**src/rtl/hilo_div_ctrl_pkg.sv**
```systemverilog
// -----------------------------------------------------------------------------
// hilo_div_ctrl_pkg
//   Shared types and constants for the execute-stage HI/LO division controller.
//   - op_sel_t  : encoding of the EX-stage HI/LO operation selector
//   - state_t   : controller FSM states
//   - DIV_ITERS : iteration count of the external unsigned divider core
//   - DIV_ZERO_Q: architectural quotient produced by a divide by zero
// -----------------------------------------------------------------------------
package hilo_div_ctrl_pkg;

   typedef enum logic [1:0] {
      OP_DIVU = 2'd0,
      OP_DIV  = 2'd1,
      OP_MTHI = 2'd2,
      OP_MTLO = 2'd3
   } op_sel_t;

   typedef enum logic [2:0] {
      ST_IDLE  = 3'd0,
      ST_START = 3'd1,
      ST_ARM   = 3'd2,
      ST_WAIT  = 3'd3,
      ST_FIX   = 3'd4
   } state_t;

   localparam int          DIV_ITERS  = 32;
   localparam logic [31:0] DIV_ZERO_Q = 32'hFFFF_FFFF;

   // True for the two operations that go through the divider core.
   function automatic logic is_div_op(input op_sel_t op);
      return (op == OP_DIVU) || (op == OP_DIV);
   endfunction

endpackage

```
**src/rtl/hilo_div_ctrl_div_sign_fix.sv**
```systemverilog
// -----------------------------------------------------------------------------
// div_sign_fix
//   Combinational conditional two's-complement negate. Used both to turn
//   signed operands into magnitudes for the unsigned divider core and to
//   restore the sign of the core's quotient/remainder.
//
// Ports:
//   neg    in  1      negate when high
//   value  in  WIDTH  input word
//   result out WIDTH  neg ? -value : value
// -----------------------------------------------------------------------------
module div_sign_fix
   import hilo_div_ctrl_pkg::*;
#(
   parameter int WIDTH = 32
) (
   input  logic             neg,
   input  logic [WIDTH-1:0] value,
   output logic [WIDTH-1:0] result
);

   // Negating the most negative value yields itself, which is exactly the
   // unsigned magnitude the core needs (0x80000000 -> 0x80000000).
   function automatic logic [WIDTH-1:0] cond_negate(input logic             n,
                                                    input logic [WIDTH-1:0] v);
      logic signed [WIDTH-1:0] v_s;
      v_s = signed'(v);
      return n ? unsigned'(-v_s) : v;
   endfunction

   assign result = cond_negate(neg, value);

endmodule

```
**src/rtl/hilo_div_ctrl.sv**
```systemverilog
// -----------------------------------------------------------------------------
// hilo_div_ctrl
//   Execute-stage HI/LO unit controller. Accepts DIVU/DIV/MTHI/MTLO from EX,
//   converts signed operands to magnitudes, launches an external 32-cycle
//   iterative unsigned divider core over a start/busy handshake, sign-corrects
//   its quotient/remainder and commits them to HI/LO. The pipeline is stalled
//   while a division is in flight.
//
// Optional feature (compile-time macro DIV_ZERO_TRAP_EN):
//   defined   : adds output div_zero_exc; a divide by zero pulses it for one
//               cycle, leaves HI/LO unchanged, does not stall, no done pulse.
//   undefined : divide by zero writes HI=op_a, LO=all ones, done pulses the
//               following cycle.
//
// Ports:
//   clock          in   system clock
//   reset          in   synchronous active-high reset
//   op_valid       in   EX-stage operation valid
//   op_sel         in   0=DIVU 1=DIV 2=MTHI 3=MTLO
//   op_a / op_b    in   dividend (or MTHI/MTLO source) / divisor
//   flush          in   exception flush, aborts an in-flight division
//   stall          out  pipeline stall request
//   done           out  one-cycle pulse when a division commits
//   err            out  one-cycle pulse on watchdog expiry
//   hi / lo        out  architectural HI/LO registers
//   core_start     out  divider core start
//   core_dividend  out  dividend magnitude to the core
//   core_divisor   out  divisor magnitude to the core
//   core_busy      in   divider core busy
//   core_q/core_r  in   core quotient / remainder
//   div_zero_exc   out  divide-by-zero trap pulse (DIV_ZERO_TRAP_EN only)
// -----------------------------------------------------------------------------
module hilo_div_ctrl
   import hilo_div_ctrl_pkg::*;
#(
   parameter int WIDTH    = 32,
   parameter int MAX_WAIT = 40
) (
   input  logic             clock,
   input  logic             reset,
   input  logic             op_valid,
   input  logic [1:0]       op_sel,
   input  logic [WIDTH-1:0] op_a,
   input  logic [WIDTH-1:0] op_b,
   input  logic             flush,
   output logic             stall,
   output logic             done,
   output logic             err,
   output logic [WIDTH-1:0] hi,
   output logic [WIDTH-1:0] lo,
   output logic             core_start,
   output logic [WIDTH-1:0] core_dividend,
   output logic [WIDTH-1:0] core_divisor,
   input  logic             core_busy,
   input  logic [WIDTH-1:0] core_q,
   input  logic [WIDTH-1:0] core_r
`ifdef DIV_ZERO_TRAP_EN
   ,
   output logic             div_zero_exc
`endif
);

   localparam int CNT_W = $clog2(MAX_WAIT + 1);
   localparam int MSB   = WIDTH - 1;

   state_t           state;
   state_t           state_nxt;
   op_sel_t          op;

   logic             accept;
   logic             div_req;
   logic             signed_op;
   logic             b_zero;
   logic             launch;
   logic             div_zero;

   logic             a_neg;
   logic             b_neg;
   logic [WIDTH-1:0] mag_a;
   logic [WIDTH-1:0] mag_b;
   logic [WIDTH-1:0] fixed_q;
   logic [WIDTH-1:0] fixed_r;

   logic [WIDTH-1:0] dividend_r;
   logic [WIDTH-1:0] divisor_r;
   logic             neg_q;
   logic             neg_r;

   logic [CNT_W-1:0] wait_cnt;
   logic             wd_hit;
   logic             commit;

`ifndef DIV_ZERO_TRAP_EN
   logic             dz_done;
`endif

   // --- Request decode ------------------------------------------------------
   // A flush in IDLE kills the presented op outright, so it is never accepted.
   assign op        = op_sel_t'(op_sel);
   assign accept    = (state == ST_IDLE) && op_valid && !flush;
   assign div_req   = accept && is_div_op(op);
   assign signed_op = (op == OP_DIV);
   assign b_zero    = (op_b == '0);
   assign launch    = div_req && !b_zero;
   assign div_zero  = div_req && b_zero;

   assign a_neg = signed_op && op_a[MSB];
   assign b_neg = signed_op && op_b[MSB];

   div_sign_fix #(.WIDTH(WIDTH)) u_mag_a (
      .neg    (a_neg),
      .value  (op_a),
      .result (mag_a)
   );

   div_sign_fix #(.WIDTH(WIDTH)) u_mag_b (
      .neg    (b_neg),
      .value  (op_b),
      .result (mag_b)
   );

   // Result correction: quotient is negative when operand signs differ,
   // remainder takes the sign of the dividend (truncating division).
   div_sign_fix #(.WIDTH(WIDTH)) u_fix_q (
      .neg    (neg_q),
      .value  (core_q),
      .result (fixed_q)
   );

   div_sign_fix #(.WIDTH(WIDTH)) u_fix_r (
      .neg    (neg_r),
      .value  (core_r),
      .result (fixed_r)
   );

   // --- Operand latch (data only, no reset) ---------------------------------
   always_ff @(posedge clock) begin
      if (launch) begin
         dividend_r <= mag_a;
         divisor_r  <= mag_b;
         neg_q      <= a_neg ^ b_neg;
         neg_r      <= a_neg;
      end
   end

   assign core_dividend = dividend_r;
   assign core_divisor  = divisor_r;

   // --- Watchdog ------------------------------------------------------------
   // Counts cycles spent waiting on the core; cleared whenever not waiting.
   // The >= compare keeps firing even if busy rose on the very cycle the limit
   // was reached in ARM.
   always_ff @(posedge clock) begin
      if (reset) begin
         wait_cnt <= '0;
      end else if ((state == ST_ARM) || (state == ST_WAIT)) begin
         wait_cnt <= wait_cnt + CNT_W'(1);
      end else begin
         wait_cnt <= '0;
      end
   end

   assign wd_hit = ((state == ST_ARM) || (state == ST_WAIT)) &&
                   (wait_cnt >= CNT_W'(MAX_WAIT - 1));

   // --- FSM state register --------------------------------------------------
   always_ff @(posedge clock) begin
      if (reset) begin
         state <= ST_IDLE;
      end else begin
         state <= state_nxt;
      end
   end

   // --- FSM next state ------------------------------------------------------
   always_comb begin
      state_nxt = state;
      unique case (state)
         ST_IDLE: begin
            if (launch) begin
               state_nxt = ST_START;
            end
         end
         ST_START: begin
            state_nxt = ST_ARM;
         end
         ST_ARM: begin
            if (core_busy) begin
               state_nxt = ST_WAIT;
            end else if (wd_hit) begin
               state_nxt = ST_IDLE;
            end
         end
         ST_WAIT: begin
            if (!core_busy) begin
               state_nxt = ST_FIX;
            end else if (wd_hit) begin
               state_nxt = ST_IDLE;
            end
         end
         ST_FIX: begin
            state_nxt = ST_IDLE;
         end
         default: begin
            state_nxt = ST_IDLE;
         end
      endcase
      // Flush abandons whatever the core is doing; the next start restarts it.
      if (flush && (state != ST_IDLE)) begin
         state_nxt = ST_IDLE;
      end
   end

   // --- FSM outputs ---------------------------------------------------------
   always_comb begin
      stall      = 1'b0;
      done       = 1'b0;
      err        = 1'b0;
      core_start = 1'b0;
      commit     = 1'b0;
      unique case (state)
         ST_IDLE: begin
`ifdef DIV_ZERO_TRAP_EN
            stall = launch;
`else
            // Divide by zero resolves in the accept cycle but still stalls it.
            stall = div_req;
            done  = dz_done;
`endif
         end
         ST_START: begin
            stall      = 1'b1;
            core_start = !flush;
         end
         ST_ARM: begin
            stall = 1'b1;
            err   = wd_hit && !core_busy && !flush;
         end
         ST_WAIT: begin
            stall = 1'b1;
            err   = wd_hit && core_busy && !flush;
         end
         ST_FIX: begin
            stall  = 1'b1;
            commit = !flush;
            done   = !flush;
         end
         default: begin
            stall = 1'b0;
         end
      endcase
   end

   // --- HI/LO architectural registers ---------------------------------------
   // commit only happens in FIX and accept only in IDLE, so the branches below
   // never compete in the same cycle.
   always_ff @(posedge clock) begin
      if (reset) begin
         hi <= '0;
         lo <= '0;
      end else if (commit) begin
         hi <= fixed_r;
         lo <= fixed_q;
`ifndef DIV_ZERO_TRAP_EN
      end else if (div_zero) begin
         hi <= op_a;
         lo <= WIDTH'(DIV_ZERO_Q);
`endif
      end else if (accept && (op == OP_MTHI)) begin
         hi <= op_a;
      end else if (accept && (op == OP_MTLO)) begin
         lo <= op_a;
      end
   end

`ifdef DIV_ZERO_TRAP_EN
   assign div_zero_exc = div_zero;
`else
   // done for a divide by zero arrives the cycle after the HI/LO write.
   always_ff @(posedge clock) begin
      if (reset) begin
         dz_done <= 1'b0;
      end else begin
         dz_done <= div_zero;
      end
   end
`endif

endmodule

```
**config.mk**
```make
export PLATFORM = sky130hd
export DESIGN_NAME = hilo_div_ctrl
export DESIGN_NICKNAME = d
export VERILOG_FILES = /design/src/rtl/hilo_div_ctrl_pkg.sv /design/src/rtl/hilo_div_ctrl_div_sign_fix.sv /design/src/rtl/hilo_div_ctrl.sv
export SDC_FILE = /design/constraint.sdc
export NUM_CORES = 1
export LEC_CHECK = 0
export BUFFER_PORTS_ARGS = -buffer_cell sky130_fd_sc_hd__buf_4
export CELL_PAD_IN_SITES_DETAIL_PLACEMENT = 0
export CELL_PAD_IN_SITES_GLOBAL_PLACEMENT = 1
export CORE_ASPECT_RATIO = 1.2
export CORE_MARGIN = 3
export CORE_UTILIZATION = 38
export DETAILED_ROUTE_END_ITERATION = 8
export HOLD_SLACK_MARGIN = 0.06
export MAX_ROUTING_LAYER = met4
export PLACE_DENSITY = 0.85
export SLEW_MARGIN = 10
export SYNTH_ARGS = -nofsm -noshare
export SYNTH_HDL_FRONTEND = slang
export SYNTH_SLANG_ARGS = --single-unit
```
**constraint.sdc**
```tcl
create_clock -name clock -period 7 [get_ports clock]
set_input_delay 0.35 -clock clock [delete_from_list [all_inputs] [get_ports clock]]
set_output_delay 0.35 -clock clock [all_outputs]
set_load 0.05 [all_outputs]
```
==> results of run 1 <==
==> worst max-delay path: cells and delay by family (launching register included) <==
kind            cells  cell delay [ps]
buf+inv             1              530
flops               1              400
compound gates      3             1310
simple gates        2              740
==> power by group through the flow <==
stage / Combinational [W] / Sequential (W) / Clock, W
finish: 0.000352 / 0.000898 / 0.000904
global placement: 0.000349 / 0.000915 / 0
detailed placement: 0.000351 / 0.000915 / 0
floorplan: 0.000121 / 0.000981 / 0
global route: 0.000376 / 0.000899 / 0.000954
CTS: 0.000352 / 0.000898 / 0.000918
==> synth_stat cells, types with 3 or more instances <==
cell	number	area share
sky130_fd_sc_hd__nand2_1	96	0.045
sky130_fd_sc_hd__dfxtp_1	74	0.19
sky130_fd_sc_hd__a21oi_1	70	0.044
sky130_fd_sc_hd__xor2_1	68	0.075
sky130_fd_sc_hd__edfxtp_1	66	0.25
sky130_fd_sc_hd__nor2_1	65	0.031
sky130_fd_sc_hd__xnor2_1	55	0.060
sky130_fd_sc_hd__clkbuf_1	45	0.021
sky130_fd_sc_hd__nand3_1	35	0.022
sky130_fd_sc_hd__o21ai_0	33	0.021
sky130_fd_sc_hd__a31oi_1	26	0.020
sky130_fd_sc_hd__nor3_1	26	0.016
sky130_fd_sc_hd__inv_1	22	0.010
sky130_fd_sc_hd__o31ai_1	21	0.020
sky130_fd_sc_hd__o41ai_1	17	0.019
sky130_fd_sc_hd__a22o_1	16	0.018
sky130_fd_sc_hd__or4_1	15	0.014
sky130_fd_sc_hd__o211ai_1	14	0.013
sky130_fd_sc_hd__or3_1	12	0.0094
sky130_fd_sc_hd__nor4_1	11	0.0086
sky130_fd_sc_hd__a211o_1	9	0.0099
sky130_fd_sc_hd__a22oi_1	8	0.0075
sky130_fd_sc_hd__mux2i_1	7	0.0088
sky130_fd_sc_hd__a221oi_1	6	0.0066
sky130_fd_sc_hd__ha_1	5	0.0078
sky130_fd_sc_hd__nand4_1	5	0.0039
sky130_fd_sc_hd__and2_1	4	0.0031
sky130_fd_sc_hd__and3_1	4	0.0031
sky130_fd_sc_hd__buf_2	3	0.0019
sky130_fd_sc_hd__nand3b_1	3	0.0028
==> logic make-up after synthesis <==
logic type      after synthesis  synth area share
buf+inv                      75            0.0385
flops                       140             0.433
xor+xnor                    123             0.135
fa+ha+maj                     5           0.00783
mux                           7           0.00877
simple gates                291             0.179
compound gates              237             0.198
==> registers in the layout, summed over array words and instances, names as in the netlist <==
| signal | count |
|---|---|
| core_dividend | 32 |
| core_divisor | 32 |
| hi | 32 |
| lo | 32 |
| wait_cnt | 6 |
| state | 3 |
| dz_done | 1 |
| neg_q | 1 |
| neg_r | 1 |
==> worst max path at each step <==
stage                  start       end  slack [ps]  cells past startpoint
floorplan            op_b[0]  state[0]        1300                      8
global placement     op_b[0]  state[0]        3670                     10
detailed placement   op_b[0]  state[0]        3610                     10
CTS                 state[2]  state[0]        3860                      6
global route        state[2]  state[0]        3490                      6
finish              state[2]  state[0]        3930                      6
==> area by class of cell <==
cell class / count / area (µm²) / area share
timing repair buffer: 271 / 2030 / 0.189
clock buffer: 19 / 433 / 0.0403
sequential: 140 / 3460 / 0.322
multi-input combinational: 663 / 4250 / 0.396
clock inverter: 13 / 149 / 0.0139
tap: 265 / 332 / 0.0308
inverter: 22 / 82.6 / 0.00768
==> metal layers <==
layer  vias to the layer above  routed length, µm  track usage
met5                         -                  0            -
met1                      3627              10900        0.277
met2                       305              13400        0.392
li1                       3700                  -            -
met3                        48               1950       0.0547
met4                         0                767       0.0867
==> stage by stage <==
step | worst slack, ps | util | hold WS (ps) | cells | total power (W)
floorplan | 1300 | - | 418 | 878 | 0.00110
global placement | 3670 | 0.497 | 428 | 1361 | 0.00126
detailed placement | 3610 | 0.497 | 439 | 1361 | 0.00127
CTS | 3860 | 0.525 | 116 | 1393 | 0.00217
global route | 3490 | 0.525 | 115 | 1393 | 0.00223
finish | 3930 | 0.525 | 133 | 1393 | 0.00215
==> flow_summary.rst, run 1 <==
.. list-table::
   :header-rows: 1

   * - Metric
     - Value
   * - Clock Tree Root
     - sky130_fd_sc_hd__clkbuf_16
   * - Data required time at the worst endpoint
     - 7320 ps
   * - Number of clock buffers inserted by TritonCTS
     - 17
   * - Clock Skews
     - 11.2 ps
   * - Power share of the combinational group
     - 0.163
   * - Weighted congestion reported at the end of routability-driven placement
     - 0.918
   * - Synth unique cells
     - 57
   * - Final critical path time including I/O delays and setup
     - 3070 ps
   * - Fraction of power consumed by sequential logic
     - 0.417
   * - Number of slew-limit violations in the final report
     - 0
   * - Max capacitance violation total
     - 0
   * - Top flip-flop cell by instance count after synthesis
     - sky130_fd_sc_hd__dfxtp_1
   * - Avg Synthesized Cell Area
     - 9.10 µm²
   * - Clock insertion delay at the later pin of the skew report
     - 420 ps
   * - Count of state elements after synthesis
     - 140
   * - Setup fix buffers added after clock tree synthesis
     - 0
   * - Worst slew margin relative to its limit
     - 0.215
   * - DRC
     - 0
   * - Max stage delay cell, worst path
     - sky130_fd_sc_hd__a31oi_4
   * - All-Layer GR Usage
     - 0.234
   * - Static leakage power
     - 4.22 nW
   * - Part of the Yosys area used for sequential elements
     - 0.433
   * - Most common library cell in the layout ignoring fill and taps
     - sky130_fd_sc_hd__buf_4
   * - Syn Std Cell Area
     - 7990 µm²
   * - Bufs on Longest Clock Path
     - 2
   * - Crit share post-route
     - 0.439
   * - Final WL
     - 27.0 mm
   * - Detail Route Antenna Nets
     - 0
   * - Maximum number of pins on one net before global-route repair
     - 80
   * - PortBufs
     - 266
   * - Layout net count
     - 1,255
   * - Initial antenna violation count
     - 0
   * - Post-detail-place hpwl
     - 20.3 mm
   * - Capturing element type of the critical path
     - flop
   * - Antenna diodes
     - 0
   * - Reg2reg setup slack
     - 3930 ps
   * - Class of the tightest hold or removal check
     - input pin to flop
   * - Worst IR drop on VDD
     - 171 µV
   * - Worst-path cell chain
     - nor4_1, nand3b_1, a31oi_4, buf_4, o21ai_0, a221oi_1
   * - Most frequent cells in the layout
     - sky130_fd_sc_hd__buf_4, sky130_fd_sc_hd__nand2_1, sky130_fd_sc_hd__dfxtp_1
   * - CTS tree
     - done
   * - Internal
     - 0.00157 W
   * - Hold violation count in the final report
     - 0
   * - Clock sink count
     - 140
   * - Routed vias/inst
     - 5.51
   * - Row count
     - 57
   * - Hold depth
     - 2
   * - Clock group share of total power
     - 0.420
   * - Fmax
     - 0.325 GHz
   * - Post_cts resized
     - 0
   * - Per-cell routed wire length
     - 19.4 µm
   * - Vias in the first global route
     - 7,279
   * - Beginning of the worst register-to-register path
     - state[2]
   * - Number of setup violations in the final report
     - 0
   * - Congestion Overflow GR
     - 0
   * - Die Span Y
     - 165 µm
   * - Fraction of final layout cells with drive strength greater than 1
     - 0.278
   * - Share of synthesized flip-flops with an asynchronous set or reset
     - 0
   * - Hold bufs inserted after CTS
     - 0
   * - First-pass iteration count of the detailed router
     - 4
   * - I/O Pins
     - 267
   * - Fillers
     - 1,957
   * - Slew @ Worst Pin
     - 1170 ps
   * - First DRT Iteration DRCs
     - 480
   * - Startpoint Class
     - flop
   * - Critical setup path kind
     - flop to flop
   * - Critical register-to-register path endpoint
     - state[0]
   * - Switch share
     - 0.269
   * - Capture endpoint of the worst hold path
     - state[2]
   * - CP max FO
     - 35
   * - Synth Net Count
     - 1,018
   * - Setup total negative slack
     - 0 ps
   * - Global-route wire length before repair
     - 40.5 mm
   * - H-Tree Level Count
     - 4
   * - Number of enable-type register cells in the synthesized netlist
     - 66
   * - Switching component of the power
     - 0.000579 W
   * - Horizontal extent of the die
     - 138 µm
   * - Setup repair after global routing missed its margin
     - no
   * - Initial core utilization
     - 0.391
   * - Cell area power density
     - 200 nW/µm²
   * - Start point of the worst hold path
     - core_busy
   * - Worst-case reg-to-reg path depth
     - 6
   * - Core region area
     - 20,500 µm²
   * - Number of warnings reported in the yosys synthesis log
     - 0
   * - Clock transition at the register clock pins on the worst setup and hold paths after CTS
     - 60 ps
   * - Outcome
     - finished, final reports clean
   * - Crit path DAT
     - 3400 ps
   * - Final design area excluding fillers
     - 10,700 µm²
   * - Total number of vias
     - 7,680
   * - Delay of the slowest critical-path stage
     - 900 ps
   * - Die ar.
     - 22,800 µm²
   * - Relative area change from synthesis to final layout
     - 34.4%
   * - Cell area after placement
     - 10,200 µm²
   * - Synthesized netlist cell count
     - 878
No activity file was read; power rests on OpenSTA's default activity.
==> run 2: changes to the inputs <==
==> constraint.sdc (replaced) <==
create_clock -name clock -period 3.1 [get_ports clock]
set_input_delay 0.155 -clock clock [delete_from_list [all_inputs] [get_ports clock]]
set_output_delay 0.155 -clock clock [all_outputs]
set_load 0.05 [all_outputs]
==> run 2 against run 1 <==
Compared with the run above:
- combinational power increased by 140%
- cell area increased by 4.6%
- first-iteration DRC count grew 18%
- largest cell class unchanged
- highest routed layer unchanged
==> flow_summary.rst, run 2 (synthesized netlist as in run 1, its figures left out) <==
.. list-table::
   :header-rows: 1

   * - Metric
     - Value
   * - Beginning of the worst register-to-register path
     - state[1]
   * - Setup repair after global routing missed its margin
     - no
   * - Startpoint Class
     - input pin
   * - Worst-path cell chain
     - dlygate4sd3_1, buf_4, inv_1, ha_1, or4b_4, or4_4, nor2_8, a21oi_4, a2111oi_0, a31o_1
   * - Global-route wire length before repair
     - 41.3 mm
   * - Congestion Overflow GR
     - 0
   * - Layout net count
     - 1,301
   * - CP max FO
     - 41
   * - Clock sink count
     - 140
   * - Hold violation count in the final report
     - 0
   * - Die ar.
     - 22,800 µm²
   * - Max capacitance violation total
     - 0
   * - Core region area
     - 20,500 µm²
   * - Setup total negative slack
     - 0 ps
   * - Crit share post-route
     - 0.929
   * - Fillers
     - 1,886
   * - Final critical path time including I/O delays and setup
     - 2880 ps
   * - Class of the tightest hold or removal check
     - input pin to flop
   * - Worst-case reg-to-reg path depth
     - 6
   * - Final WL
     - 27.5 mm
   * - Capture endpoint of the worst hold path
     - lo[17]
   * - Outcome
     - finished, final reports clean
   * - Routed vias/inst
     - 5.54
   * - Buffers plus inverters on the worst setup path
     - 3
   * - Post_cts resized
     - 0
   * - Start point of the worst hold path
     - op_a[17]
   * - Relative area change from synthesis to final layout
     - 40.6%
   * - All-Layer GR Usage
     - 0.237
   * - Worst slew margin relative to its limit
     - 0.227
   * - Vias in the first global route
     - 7,425
   * - Capturing element type of the critical path
     - flop
   * - Initial core utilization
     - 0.391
   * - Clock transition at the register clock pins on the worst setup and hold paths after CTS
     - 60 ps
   * - Hold depth
     - 3
   * - Max stage delay cell, worst path
     - sky130_fd_sc_hd__or4_4
   * - Fraction of final layout cells with drive strength greater than 1
     - 0.279
   * - Utilization of the core after routing
     - 0.549
   * - Worst IR drop on VDD
     - 376 µV
   * - Fmax
     - 0.347 GHz
   * - H-Tree Level Count
     - 4
   * - Critical register-to-register path endpoint
     - hi[21]
   * - Family with the most delay on the worst path
     - simple AND/OR/NAND/NOR gates
   * - Horizontal extent of the die
     - 138 µm
   * - Total number of vias
     - 7,966
   * - Number of setup violations in the final report
     - 0
   * - Initial antenna violation count
     - 0
   * - Die Span Y
     - 165 µm
   * - Clock Tree Root
     - sky130_fd_sc_hd__clkbuf_16
   * - Cell area power density
     - 446 nW/µm²
   * - Setup fix buffers added after clock tree synthesis
     - 0
   * - Number of clock buffers inserted by TritonCTS
     - 17
   * - Antenna diodes
     - 0
   * - Slew @ Worst Pin
     - 1160 ps
   * - Data required time at the worst endpoint
     - 3470 ps
   * - Weighted congestion reported at the end of routability-driven placement
     - 0.965
   * - DRC
     - 0
   * - Post-detail-place hpwl
     - 20.5 mm
   * - Delay of the slowest critical-path stage
     - 570 ps
   * - PortBufs
     - 266
   * - Most common library cell in the layout ignoring fill and taps
     - sky130_fd_sc_hd__buf_4
   * - First-pass iteration count of the detailed router
     - 5
   * - Detail Route Antenna Nets
     - 0
   * - Static leakage power
     - 4.47 nW
   * - Reg2reg setup slack
     - 340 ps
   * - I/O Pins
     - 267
   * - Critical setup path kind
     - input pin to flop
   * - Crit path DAT
     - 3250 ps
   * - Clock Skews
     - 11.3 ps
   * - Most frequent cells in the layout
     - sky130_fd_sc_hd__buf_4, sky130_fd_sc_hd__nand2_1, sky130_fd_sc_hd__dfxtp_1
   * - Number of slew-limit violations in the final report
     - 0
   * - Row count
     - 57
   * - Bufs on Longest Clock Path
     - 2
   * - First DRT Iteration DRCs
     - 568
   * - Per-cell routed wire length
     - 19.1 µm
   * - Clock insertion delay at the later pin of the skew report
     - 430 ps
   * - CTS tree
     - done
   * - Maximum number of pins on one net before global-route repair
     - 79
run 2: per-layer routing:
| metal | global-route usage | up-vias | part of all wire |
|---|---|---|---|
| li1 | - | 3809 | - |
| met2 | 0.389 | 358 | 0.49 |
| met1 | 0.292 | 3746 | 0.41 |
| met4 | 0.0827 | 0 | 0.028 |
| met3 | 0.0504 | 53 | 0.074 |
| met5 | - | - | 0 |
run 2: stage by stage:
stage	cell area (µm²)	instances	hold WS, ps	total power, W	worst slack [ps]
global route	11200	1439	73.9	0.00520	81.8
finish	11200	1439	76.7	0.00502	220
CTS	11200	1439	61.9	0.00506	223
global placement	10200	1371	362	0.00286	404
detailed placement	10200	1371	363	0.00286	331
floorplan	8010	878	232	0.00249	121
run 2: layout make-up:
type / instances / area, µm² / area share
Tap cell: 265 / 332 / 0.0295
Clock buffer: 26 / 576 / 0.0512
Sequential cell: 140 / 3460 / 0.308
Timing Repair Buffer: 317 / 2470 / 0.220
Inverter: 22 / 82.6 / 0.00734
Multi-Input combinational cell: 663 / 4250 / 0.378
Clock inverter: 6 / 66.3 / 0.00590
run 2: worst register-to-register path: stages, from the launching register on:
cell                        delay (ps)
sky130_fd_sc_hd__dfxtp_1           410
sky130_fd_sc_hd__nor4_1            470
sky130_fd_sc_hd__nand3b_1          290
sky130_fd_sc_hd__nor4b_4           580
sky130_fd_sc_hd__a21oi_4           370
sky130_fd_sc_hd__a2111oi_0         450
sky130_fd_sc_hd__a31o_1            150
run 2: timing repair:
item,4_1_cts,5_1_grt
endpoints found under the setup margin,0,0
endpoints found under the hold margin,39,0
hold buffers,36,0
run 2: report_power, final:
part,switching (W),internal [W]
clock,0.000787,0.00137
sequential,0.0000278,0.00200
combinational,0.000505,0.000332
run 2: worst max path at each step:
stage               endpoint  startpoint  depth (start not counted)  slack (ps)
floorplan           state[0]    state[2]                          6         120
global placement      hi[21]     op_b[1]                          9         400
detailed placement    hi[21]     op_b[0]                          9         330
CTS                   hi[21]     op_b[0]                         10         220
global route          hi[21]     op_b[0]                         10          80
finish                hi[21]     op_b[0]                         10         220
==> run 3: changes to the inputs <==
--- a/config.mk
+++ b/config.mk
@@ -10,11 +10,11 @@
 export CELL_PAD_IN_SITES_GLOBAL_PLACEMENT = 1
 export CORE_ASPECT_RATIO = 1.2
 export CORE_MARGIN = 3
-export CORE_UTILIZATION = 38
+export CORE_UTILIZATION = 25
 export DETAILED_ROUTE_END_ITERATION = 8
 export HOLD_SLACK_MARGIN = 0.06
 export MAX_ROUTING_LAYER = met4
-export PLACE_DENSITY = 0.85
+export PLACE_DENSITY = 0.62
 export SLEW_MARGIN = 10
 export SYNTH_ARGS = -nofsm -noshare
 export SYNTH_HDL_FRONTEND = slang
==> constraint.sdc (replaced) <==
create_clock -name clock -period 3.7 [get_ports clock]
set_input_delay 0.185 -clock clock [delete_from_list [all_inputs] [get_ports clock]]
set_output_delay 0.185 -clock clock [all_outputs]
set_load 0.05 [all_outputs]
==> run 3 against run 2 <==
Compared with the run above:
- clock power decreased by 15%
- worst setup slack better by 410 ps
- sequential cell count did not move
- routed wire length is 13% higher
- global-route usage decreased by 5.8 points
- final cell count rose by 7.6%
- power down 16%
- combinational power fell by 18%
- critical endpoint unchanged
- clock-buffer cell count decreased by 3
- worst hold slack better by 8.9 ps
==> flow_summary.rst, run 3 (synthesized netlist as in run 1, its figures left out) <==
.. list-table::
   :header-rows: 1

   * - Metric
     - Value
   * - Outcome
     - finished, final reports clean
   * - Fmax
     - 0.326 GHz
   * - Slew @ Worst Pin
     - 1010 ps
   * - Most used cell, CP
     - sky130_fd_sc_hd__buf_4
   * - Worst-path cell chain
     - dlygate4sd3_1, buf_4, inv_1, ha_1, or4b_4, or4_4, nor2_8, a21oi_4, buf_4, a2111oi_0, a31o_1
   * - Routed vias/inst
     - 4.93
   * - Clock Skews
     - 11.8 ps
   * - Die ar.
     - 34,200 µm²
   * - Row count
     - 71
   * - Maximum number of pins on one net before global-route repair
     - 79
   * - Internal
     - 0.00310 W
   * - Detail Route Antenna Nets
     - 0
   * - Initial core utilization
     - 0.254
   * - Horizontal extent of the die
     - 169 µm
   * - Setup fix buffers added after clock tree synthesis
     - 0
   * - Antenna diodes
     - 0
   * - Fillers
     - 3,307
   * - DRT met1 WL
     - 13.0 mm
   * - Number of slew-limit violations in the final report
     - 0
   * - Die Span Y
     - 202 µm
   * - Fraction of final layout cells with drive strength greater than 1
     - 0.280
   * - Hold violation count in the final report
     - 0
   * - PortBufs
     - 266
   * - Most frequent cells in the layout
     - sky130_fd_sc_hd__buf_4, sky130_fd_sc_hd__nand2_1, sky130_fd_sc_hd__dfxtp_1
   * - Utilization of the core after routing
     - 0.355
   * - Clock transition at the register clock pins on the worst setup and hold paths after CTS
     - 70 ps
   * - Setup repair after global routing missed its margin
     - no
   * - Core region area
     - 31,400 µm²
   * - Switching component of the power
     - 0.00112 W
   * - Layout net count
     - 1,275
   * - Data required time at the worst endpoint
     - 4070 ps
   * - Bufs on Longest Clock Path
     - 2
   * - Sequential standard cell area
     - 3460 µm²
   * - Cell area power density
     - 378 nW/µm²
   * - Crit share post-route
     - 0.830
   * - Congestion Overflow GR
     - 0
   * - Final design area excluding fillers
     - 11,200 µm²
   * - Clock group share of total power
     - 0.434
   * - Class of the tightest hold or removal check
     - input pin to flop
   * - Final WL
     - 30.9 mm
   * - H-Tree Level Count
     - 4
   * - CTS tree
     - done
   * - Clock Tree Root
     - sky130_fd_sc_hd__clkbuf_16
   * - Clock insertion delay at the later pin of the skew report
     - 420 ps
   * - Critical setup path kind
     - input pin to flop
   * - Post-detail-place hpwl
     - 23.5 mm
   * - Capturing element type of the critical path
     - flop
   * - Top layer reached by signal wires
     - met4
   * - Worst slew margin relative to its limit
     - 0.327
   * - I/O Pins
     - 267
   * - Number of clock buffers inserted by TritonCTS
     - 17
   * - Setup total negative slack
     - 0 ps
   * - DRC
     - 0
   * - Number of setup violations in the final report
     - 0
   * - Total number of vias
     - 7,629
   * - Switch share
     - 0.266
   * - Worst IR drop on VDD
     - 187 µV
   * - Per-cell routed wire length
     - 20.0 µm
   * - Routed length on met2
     - 15.3 mm
   * - First-pass iteration count of the detailed router
     - 6
   * - CP max FO
     - 24
   * - Clock sink count
     - 140
   * - Post_cts resized
     - 0
   * - Overall Power
     - 0.00422 W
   * - Family with the most delay on the worst path
     - simple AND/OR/NAND/NOR gates
   * - Delay of the slowest critical-path stage
     - 570 ps
   * - Static leakage power
     - 4.35 nW
   * - Met3 layer wire length in the routed design
     - 2.03 mm
   * - Most common library cell in the layout ignoring fill and taps
     - sky130_fd_sc_hd__buf_4
   * - Relative area change from synthesis to final layout
     - 39.6%
   * - Weighted congestion reported at the end of routability-driven placement
     - 0.851
   * - Buffers plus inverters on the worst setup path
     - 4
   * - Crit path DAT
     - 3440 ps
   * - Combined area of the multi-input logic cells
     - 4250 µm²
   * - Vias in the first global route
     - 7,556
   * - Fraction of power consumed by sequential logic
     - 0.403
   * - Final critical path time including I/O delays and setup
     - 3070 ps
   * - Initial antenna violation count
     - 0
   * - Global-route wire length before repair
     - 45.6 mm
   * - First DRT Iteration DRCs
     - 477
   * - Max capacitance violation total
     - 0
   * - Power share of the combinational group
     - 0.163
   * - Max stage delay cell, worst path
     - sky130_fd_sc_hd__or4_4
   * - Startpoint Class
     - input pin
   * - All-Layer GR Usage
     - 0.179
   * - Hold_ws
     - 85.7 ps
   * - Cell area after placement
     - 10,400 µm²
[run 3: changes by cell type in the layout (fill, tap and decap cells not counted), sizes merged]
| cell | before | now |
|---|---|---|
| dlygate4sd3 | 36 | 16 |
| buf | 281 | 275 |
| clkbuf | 26 | 23 |
| bufinv | 1 | 3 |
| inv | 23 | 24 |
[run 3: cell type report]
| class | instances | share of cell area |
|---|---|---|
| clock buffers | 23 | 0.0449 |
| well taps | 401 | 0.0450 |
| clock inverters | 9 | 0.0117 |
| multi-input cells | 663 | 0.381 |
| flip-flops and latches | 140 | 0.310 |
| repair buffers | 291 | 0.199 |
| inverters | 22 | 0.00740 |
[run 3: path summary, 6_finish.rpt]
kind	start	end	depth (start not counted)	slack, ps
max	op_b[0]	hi[21]	11	630
min	op_b[11]	core_divisor[11]	2	90
max reg2reg	state[2]	hi[21]	7	900
min reg2reg	wait_cnt[0]	wait_cnt[0]	1	450
[run 3: routing by layer]
metal / up-vias / GRT usage
met5: - / -
met1: 3586 / 0.218
met2: 271 / 0.298
li1: 3739 / -
met4: 0 / 0.0546
met3: 33 / 0.0374
[run 3: power by group through the flow]
stage | Clock [W] | Combinational (W) | Sequential, W
2_1_floorplan | 0 | 0.000229 | 0.00185
3_3_place_gp | 0 | 0.000679 | 0.00173
3_5_place_dp | 0 | 0.000679 | 0.00173
4_1_cts | 0.00188 | 0.000694 | 0.00170
5_1_grt | 0.00194 | 0.000741 | 0.00170
6_report | 0.00183 | 0.000689 | 0.00170
[run 3: timing repair]
action | 4_1_cts | 5_1_grt
hold buffers | 16 | 0
hold endpoints to repair | 16 | 0
endpoints found under the setup margin | 0 | 0
[run 3: worst reg2reg max path: stages, from the launching register on]
cell                        delay, ps
sky130_fd_sc_hd__dfxtp_1          410
sky130_fd_sc_hd__nor4_1           460
sky130_fd_sc_hd__nand3b_1         280
sky130_fd_sc_hd__nor4b_4          520
sky130_fd_sc_hd__a21oi_4          260
sky130_fd_sc_hd__buf_4            310
sky130_fd_sc_hd__a2111oi_0        360
sky130_fd_sc_hd__a31o_1           150
[run 3: per-stage QoR]
stage,std cells,worst slack [ps]
finish,1549,630
detailed placement,1501,756
global route,1549,358
CTS,1549,650
global placement,1501,826
floorplan,878,721
